--- src/rtl/imem_fetch_ctrl.sv ---
// Instruction fetch sequencer: PC-driven memory reads into a small prefetch FIFO,
// with redirect, halt drain and fault states. Optional counters under FETCH_STATS_EN.
module imem_fetch_ctrl #(
    parameter int unsigned       ADDR_W      = 32,
    parameter int unsigned       DATA_W      = 32,
    parameter int unsigned       DEPTH_LOG2  = 10,
    parameter int unsigned       FIFO_DEPTH  = 4,
    parameter logic [ADDR_W-1:0] RESET_PC    = '0,
    parameter logic [5:0]        HALT_OPCODE = 6'h11
) (
    input  logic              clk,
    input  logic              rst,
    output logic [ADDR_W-1:0] mem_addr,
    input  logic [DATA_W-1:0] mem_rdata,
    output logic [DATA_W-1:0] instr_out,
    output logic [ADDR_W-1:0] instr_pc,
    output logic              instr_valid,
    input  logic              instr_ready,
    input  logic              redirect_valid,
    input  logic [ADDR_W-1:0] redirect_pc,
`ifdef FETCH_STATS_EN
    output logic [31:0]       stat_fetched,
    output logic [31:0]       stat_stall,
`endif
    output logic              halted,
    output logic              fault
);
    localparam int unsigned IDX_W = $clog2(FIFO_DEPTH);
    localparam int unsigned PTR_W = IDX_W + 1;

    typedef enum logic [1:0] {S_RUN, S_DRAIN, S_HALTED, S_FAULT} state_e;

    state_e                               state_q;
    logic [ADDR_W-1:0]                    pc_q;
    logic [PTR_W-1:0]                     wr_q, rd_q;
    logic                                 halted_q, fault_q;
    logic [FIFO_DEPTH-1:0][DATA_W-1:0]    data_q;
    logic [FIFO_DEPTH-1:0][ADDR_W-1:0]    pcbuf_q;

    logic [PTR_W-1:0] count;
    logic             empty, full, pop, push, in_range, is_halt, redir;

    assign count    = wr_q - rd_q;
    assign empty    = (wr_q == rd_q);
    assign full     = (count == PTR_W'(FIFO_DEPTH));
    assign pop      = !empty && instr_ready;
    assign in_range = ((pc_q >> DEPTH_LOG2) == '0);
    assign is_halt  = (mem_rdata[31:26] == HALT_OPCODE);
    assign redir    = redirect_valid && (state_q != S_HALTED);
    // A slot freed by this cycle's pop can be refilled in the same cycle.
    assign push     = (state_q == S_RUN) && !redirect_valid && in_range && (!full || pop);

    always_ff @(posedge clk or posedge rst) begin
        if (rst) begin
            state_q  <= S_RUN;
            pc_q     <= RESET_PC;
            wr_q     <= '0;
            rd_q     <= '0;
            halted_q <= 1'b0;
            fault_q  <= 1'b0;
        end else if (redir) begin
            state_q <= S_RUN;
            pc_q    <= redirect_pc;
            rd_q    <= wr_q;
            fault_q <= 1'b0;
        end else begin
            if (pop)  rd_q <= rd_q + PTR_W'(1);
            if (push) begin
                wr_q <= wr_q + PTR_W'(1);
                pc_q <= pc_q + ADDR_W'(1);
            end
            case (state_q)
                S_RUN: begin
                    if (!in_range) begin
                        state_q <= S_FAULT;
                        fault_q <= 1'b1;
                    end else if (push && is_halt) begin
                        state_q <= S_DRAIN;
                    end
                end
                S_DRAIN: begin
                    if ((count - PTR_W'(pop)) == '0) begin
                        state_q  <= S_HALTED;
                        halted_q <= 1'b1;
                    end
                end
                default: ;
            endcase
        end
    end

    // Payload storage needs no reset: the pointers alone define occupancy.
    always_ff @(posedge clk) begin
        if (push) begin
            data_q[wr_q[IDX_W-1:0]]  <= mem_rdata;
            pcbuf_q[wr_q[IDX_W-1:0]] <= pc_q;
        end
    end

    assign mem_addr    = pc_q;
    assign instr_valid = !empty;
    assign instr_out   = empty ? '0 : data_q[rd_q[IDX_W-1:0]];
    assign instr_pc    = empty ? '0 : pcbuf_q[rd_q[IDX_W-1:0]];
    assign halted      = halted_q;
    assign fault       = fault_q;

`ifdef FETCH_STATS_EN
    logic [31:0] fetched_q, stall_q;

    always_ff @(posedge clk or posedge rst) begin
        if (rst) begin
            fetched_q <= '0;
            stall_q   <= '0;
        end else begin
            if (push && fetched_q != '1)
                fetched_q <= fetched_q + 32'd1;
            if (!empty && !instr_ready && stall_q != '1)
                stall_q <= stall_q + 32'd1;
        end
    end

    assign stat_fetched = fetched_q;
    assign stat_stall   = stall_q;
`endif
endmodule

--- config.mk ---
export PLATFORM = sky130hd
export DESIGN_NAME = imem_fetch_ctrl
export DESIGN_NICKNAME = d
export VERILOG_FILES = /design/src/rtl/imem_fetch_ctrl.sv
export SDC_FILE = /design/constraint.sdc
export NUM_CORES = 1
export LEC_CHECK = 0
export ABC_AREA = 1
export BUFFER_PORTS_ARGS = -buffer_cell sky130_fd_sc_hd__buf_4
export CELL_PAD_IN_SITES_DETAIL_PLACEMENT = 0
export CELL_PAD_IN_SITES_GLOBAL_PLACEMENT = 1
export CORE_ASPECT_RATIO = 0.6
export CORE_MARGIN = 2
export CORE_UTILIZATION = 48
export CTS_BUF_LIST = sky130_fd_sc_hd__clkbuf_8
export DETAILED_ROUTE_END_ITERATION = 7
export PLACE_DENSITY = 0.86
export SETUP_SLACK_MARGIN = 0.2
export SYNTH_ARGS = -nofsm -noshare
export SYNTH_HDL_FRONTEND = slang
export SYNTH_SLANG_ARGS = --single-unit
--- constraint.sdc ---
create_clock -name clk -period 5.3 [get_ports clk]
set_input_delay 1.06 -clock clk [delete_from_list [all_inputs] [get_ports clk]]
set_output_delay 1.06 -clock clk [all_outputs]
set_load 0.005 [all_outputs]
==> results of run 1 <==
stage by stage:
step	hold WS (ns)	power (mW)	cells	setup slack (ns)
after floorplan	0.463	4.52	1049	0.485
after global placement	0.470	5.81	1502	1.40
after detailed placement	0.481	5.85	1502	1.28
after CTS	0.498	7.59	1581	0.675
after global routing	0.511	8.02	1581	0.434
final	0.502	7.52	1581	0.758
cell usage after synthesis (2+ instances only):
| cell | n |
|---|---|
| nand2_1 | 79 |
| inv_2 | 4 |
| edfxtp_1 | 256 |
| a21oi_1 | 67 |
| or2_1 | 2 |
| ha_1 | 9 |
| buf_2 | 19 |
| nor3_1 | 5 |
| nand2_2 | 3 |
| o21ai_0 | 132 |
| dfrtp_1 | 42 |
| buf_6 | 2 |
| nand3_2 | 2 |
| buf_1 | 9 |
| nand3_1 | 39 |
| nand4_1 | 3 |
| clkbuf_1 | 26 |
| inv_1 | 32 |
| xnor2_1 | 3 |
| nor2_1 | 287 |
| mux2i_1 | 10 |
| xor2_1 | 7 |
how the worst min path moves through the flow:
stage / startpoint / endpoint / slack, ns
6_report: fault / fault / 0.50
5_1_grt: fault / fault / 0.51
4_1_cts: fault / fault / 0.50
3_5_place_dp: fault / fault / 0.48
3_3_place_gp: fault / fault / 0.47
2_1_floorplan: state_q[0] / state_q[0] / 0.46
flip-flops by register name, summed over array words and instances (netlist names):
name and count:
data_q 128, pcbuf_q 128, mem_addr 32, rd_q 3
wr_q 3, state_q 2, fault 1, halted 1
logic make-up after synthesis:
family                   after synthesis  synth area share
adder cells (fa/ha/maj)               10            0.0109
XOR/XNOR                              10           0.00719
multiplexers                          10           0.00821
AND/OR/NAND/NOR                      426             0.141
AO/OA/AOI/OAI                        202            0.0834
buffers and inverters                 93            0.0320
flip-flops                           298             0.717
layer usage:
layer	GRT usage	wire, um
met1	0.317	13600
met2	0.329	12500
met3	0.0430	1820
met4	0.0597	445
met5	0	0
cell type report:
cell class | instances | area [um2]
Fill cell | 2057 | 10500
Multi-Input combinational cell | 658 | 3100
Sequential cell | 298 | 8740
Inverter | 37 | 143
Clock inverter | 31 | 149
Timing Repair Buffer | 180 | 1380
Tap cell | 329 | 412
Clock buffer | 48 | 661
critical path: stages, from the launching register on:
cell	delay [ns]
dfrtp_4	0.79
clkinv_2	0.97
buf_4	0.55
o21ai_0	0.23
a21oi_1	0.11
buf_4	0.18
layout by cell type (no fill, tap or decap):
cell type	synthesis	layout
xor2_1	7	7
or2_2	1	1
inv_2	4	5
clkbuf_8	0	48
or2_1	2	2
dfrtp_2	0	1
inv_1	32	41
nand2_4	1	1
inv_4	1	1
nor2_1	287	284
nand3_4	1	1
a21oi_1	67	66
nand3_1	39	39
o21bai_1	1	1
clkinv_1	0	14
nand2_2	3	3
dfrtp_4	0	1
mux2i_1	10	10
ha_1	9	9
nand4_1	3	3
buf_4	0	178
a21oi_4	0	1
edfxtp_1	256	256
o21ai_1	1	1
bufinv_16	0	1
clkinv_2	0	6
nand3b_1	1	1
dfrtp_1	42	40
a211oi_1	1	1
buf_12	0	2
nand2_1	79	79
xnor2_1	3	3
nand3_2	2	2
o21ai_0	132	132
fa_1	1	1
nor3_1	5	5
nor2_4	1	5
power by group through the flow:
stage / logic (mW) / registers, mW / clock network (mW)
floorplan: 1.42 / 3.10 / 0
global placement: 2.56 / 3.24 / 0
detailed placement: 2.59 / 3.26 / 0
CTS: 2.60 / 3.21 / 1.78
global route: 2.88 / 3.25 / 1.89
finish: 2.57 / 3.21 / 1.73
==> impl_metrics.ini, run 1 <==
[synth]
synthFlopType = edfxtp_1
async_flop_share = 0.141
synth.area.top_cells = edfxtp_1, nor2_1, dfrtp_1, o21ai_0, a21oi_1
synth-seq-cells = 298
synth.distinct_cells = 33
yosys_warnings = 0
yosysSeqAreaShare = 0.717
syn_avg_cell_area_um2 = 11.6
synth_top_area_frac = 0.631
synth_fp_nets = 1127
syn_inst = 1049
synth_edf_count = 256
syn-cell-area_mm2 = 0.0122
yosys.area.top_type = edfxtp_1

[worst_setup_path]
worst_setup_path_end_kind = output port
worst_ep_required_time_ns = 4.24
reg2reg_depth = 9
crit_end = instr_out[21]
cp-startpoint = rd_q[0]
worstPathMaxFanout = 89
reg2reg_slack_ns = 1.77
timing.rr.end = pcbuf_q[101]
crit_path_start_kind = register
path_class = reg2out
crit_arrival_ns = 3.48
r2r-start = rd_q[0]

[detailed_routing]
ant_nets = 0
dr.pass1.iters = 5
routedWlPerCell_um = 18.0
num_vias = 8256
wl_um = 28400
vias_per_cell = 5.22
remaining_drc_errors = 0
drtIter0Drc = 602

[power_and_ir_drop]
p_comb_frac = 0.342
peakVddDrop_v = 0.000263
power_frac_seq = 0.427
clockPowerShare = 0.231
switching_power_mw = 2.65
leakagePower_nw = 5.57
power_density_mw_per_mm2 = 516
swShare = 0.352
internal_power_mw = 4.87

[sta]
finalSetupViolCount = 0
fin_skew_ns = 0.0245
slew_headroom = 0.269
max_freq_mhz = 220
grt_setup_unrepaired = no
worst_slew_pin_slew_ns = 1.10
period_share = 0.857
min_period_ns = 4.54
hold_violations = 0
tns_ns = 0
timing.final.max_slew_violations = 0

[worst_hold_path]
hold_class = reg2reg
whs_path_depth = 2

[global_routing]
grt_pass1_wl_um = 44200
grt_pass1_vias = 7921
grt.overflow.total = 0
grtUsageTotal = 0.215
grt_max_degree = 90
antenna_found_initial = 0

[floorplanning]
die_w_um = 210
core_mm2 = 0.0251
die_h_um = 127
ios = 167
die_area_mm2 = 0.0267
initial_utilization = 0.485
fp-row-count = 45

[layout]
drive_above_1_share = 0.205
area_growth_pct = 19.6
nNetsFinal = 1296
diodes = 0
post-route-cell-area_mm2 = 0.0146
final_util = 0.581

[cts]
cts_tree = yes
root_buffer = clkbuf_8
htree_levels = 2
clock_sinks = 298
clockBufferDepth = 3
post-cts-setup-buffers = 0
post_cts_resized = 0
clkTransAtPathRegs_ns = 0.07
worstSkewPairLatency_ns = 0.56
postCtsHoldBufs = 0
cts_buffers = 43

[status]
status = finished, final reports clean

[placement]
place.gp.congestion = 0.806
dpl_cell_area_mm2 = 0.0138
io_buffer_count = 166
dp_hpwl_um = 16700

[job]
cap_violations = 0
(Power assumes the default switching activity.)
==> run 2: changes to the inputs <==
Settings changed: ABC_AREA 1 to not set, CORE_UTILIZATION 48 to 50, PLACE_DENSITY 0.86 to 0.84.
==> impl_metrics.ini, run 2 <==
[status]
status = finished, final reports clean

[floorplanning]
die_w_um = 203
initial_utilization = 0.513
die_h_um = 124
fp-row-count = 43
core_mm2 = 0.0232
die_area_mm2 = 0.0251
ios = 167

[synth]
async_flop_share = 0.141
synthFlopType = edfxtp_1
syn-cell-area_mm2 = 0.0119
yosysMostFrequentCell = edfxtp_1
synth-seq-cells = 298
synth_fp_nets = 737
synth.distinct_cells = 55
syn_avg_cell_area_um2 = 18.1
yosysSeqAreaShare = 0.733
synth_commonest_cells = edfxtp_1, nand2_1, and2_1
yosys_warnings = 0
synth_top_area_frac = 0.645
syn_inst = 659
synth_edf_count = 256
yosys.area.top_type = edfxtp_1
synth.area.top_cells = edfxtp_1, mux4_2, dfrtp_1, and2_1, nand2_1

[global_routing]
use_met2 = 0.310
use_met1 = 0.303
grtUsageTotal = 0.203
use_met3 = 0.0450
antenna_found_initial = 0
grt_pass1_vias = 6740
grt.overflow.total = 0
grt-busiest-layer = met2
grt_max_degree = 69
grt_pass1_wl_um = 38300

[worst_setup_path]
crit_arrival_ns = 3.15
critPathSlowestCell = dfrtp_4
worstPathMaxFanout = 68
crit_path_start_kind = register
path_class = reg2out
slowest_delay_ns = 0.87
worst_setup_path_end_kind = output port
worst_ep_required_time_ns = 4.24
cp_cell_sequence = ha_1, nand2_1, or2_2, and2_1, buf_4

[power_and_ir_drop]
peakVddDrop_v = 0.000234
leakagePower_nw = 5.20
power_density_mw_per_mm2 = 482

[layout]
diodes = 0
nNetsFinal = 918
ff_latch_area_mm2 = 0.00875
final_common_cell = edfxtp_1
multi_input_area_mm2 = 0.00303
n_fill_cell = 1756
fin_cells = 1187
drive_above_1_share = 0.347
area_growth_pct = 19.6
mostFrequentLayoutCells = edfxtp_1, buf_4, nand2_1

[placement]
dp_cells = 1110
place.gp.congestion = 0.787
dp_hpwl_um = 14800
io_buffer_count = 166

[cts]
clockBufferDepth = 3
worstSkewPairLatency_ns = 0.53
clock_sinks = 298
cts_tree = yes
post_cts_resized = 0
htree_levels = 2
clkTransAtPathRegs_ns = 0.06
post-cts-setup-buffers = 0
cts_buffers = 43
postCtsHoldBufs = 0
root_buffer = clkbuf_8

[sta]
slew_headroom = 0.268
timing.final.max_slew_violations = 0
max_freq_mhz = 238
min_period_ns = 4.21
tns_ns = 0
period_share = 0.794
worst_slew_pin_slew_ns = 1.10
grt_setup_unrepaired = no
fin_skew_ns = 0.0241
hold_violations = 0
finalSetupViolCount = 0

[detailed_routing]
wl_um = 25000
drtIter0Drc = 499
dr.pass1.iters = 5
ant_nets = 0
remaining_drc_errors = 0
routedWlPerCell_um = 21.1
num_vias = 6580
vias_per_cell = 5.54

[worst_hold_path]
hold_class = reg2reg

[job]
cap_violations = 0
-- run 2: final cells by class --
| cell class | count | share of cell area |
|---|---|---|
| well taps | 315 | 0.0276 |
| clock inverters | 29 | 0.00816 |
| inverters | 11 | 0.00290 |
| repair buffers | 169 | 0.0890 |
| clock buffers | 48 | 0.0463 |
| multi-input cells | 317 | 0.212 |
| flip-flops and latches | 298 | 0.614 |
-- run 2: path summary, 6_finish.rpt --
path	slack, ns	startpoint	endpoint	depth (start not counted)
min in group asynchronous	0.82	rst	mem_addr[2]	2
worst max register to register	1.46	rd_q[0]	pcbuf_q[58]	6
worst max-delay path	1.09	rd_q[0]	instr_pc[23]	5
max in group asynchronous	3.70	rst	rd_q[0]	2
worst min-delay path	0.51	wr_q[2]	wr_q[2]	1
worst min register to register	0.51	wr_q[2]	wr_q[2]	1
-- run 2: routing by layer --
metal  share of wire  wire length, um
met5               0                0
met4           0.012              301
met3           0.062             1560
met2            0.46            11600
met1            0.46            11600
-- run 2: metrics by stage --
step,instance area (um2),setup WS [ns],hold WS [ns],util,power [mW]
after global placement,13500,1.52,0.495,0.580,5.24
after floorplan,11900,1.79,0.466,-,4.24
after detailed placement,13500,1.40,0.503,0.580,5.30
final,14300,1.09,0.514,0.613,6.87
after global routing,14300,0.726,0.549,0.613,7.26
after CTS,14300,0.958,0.516,0.613,6.96
-- run 2: cells by family after synthesis --
logic type / share of synthesized area
fa+ha+maj: 0.0111
flops: 0.733
buf+inv: 0.0153
simple gates: 0.0882
xor+xnor: 0.00514
compound gates: 0.0244
mux: 0.123
-- run 2: worst max-delay path, delay by kind of cell, from the launching register on --
family	cells	cell delay (ns)
fa+ha+maj	1	0.40
flops	1	0.87
buf+inv	1	0.12
simple gates	3	1.19
-- run 2: power by group --
| group | total [mW] | internal [mW] | leakage, nW | switching [mW] |
|---|---|---|---|---|
| clock | 1.66 | 0.828 | 0.467 | 0.832 |
| combinational | 2.06 | 1.22 | 1.92 | 0.834 |
| sequential | 3.16 | 2.81 | 2.80 | 0.352 |
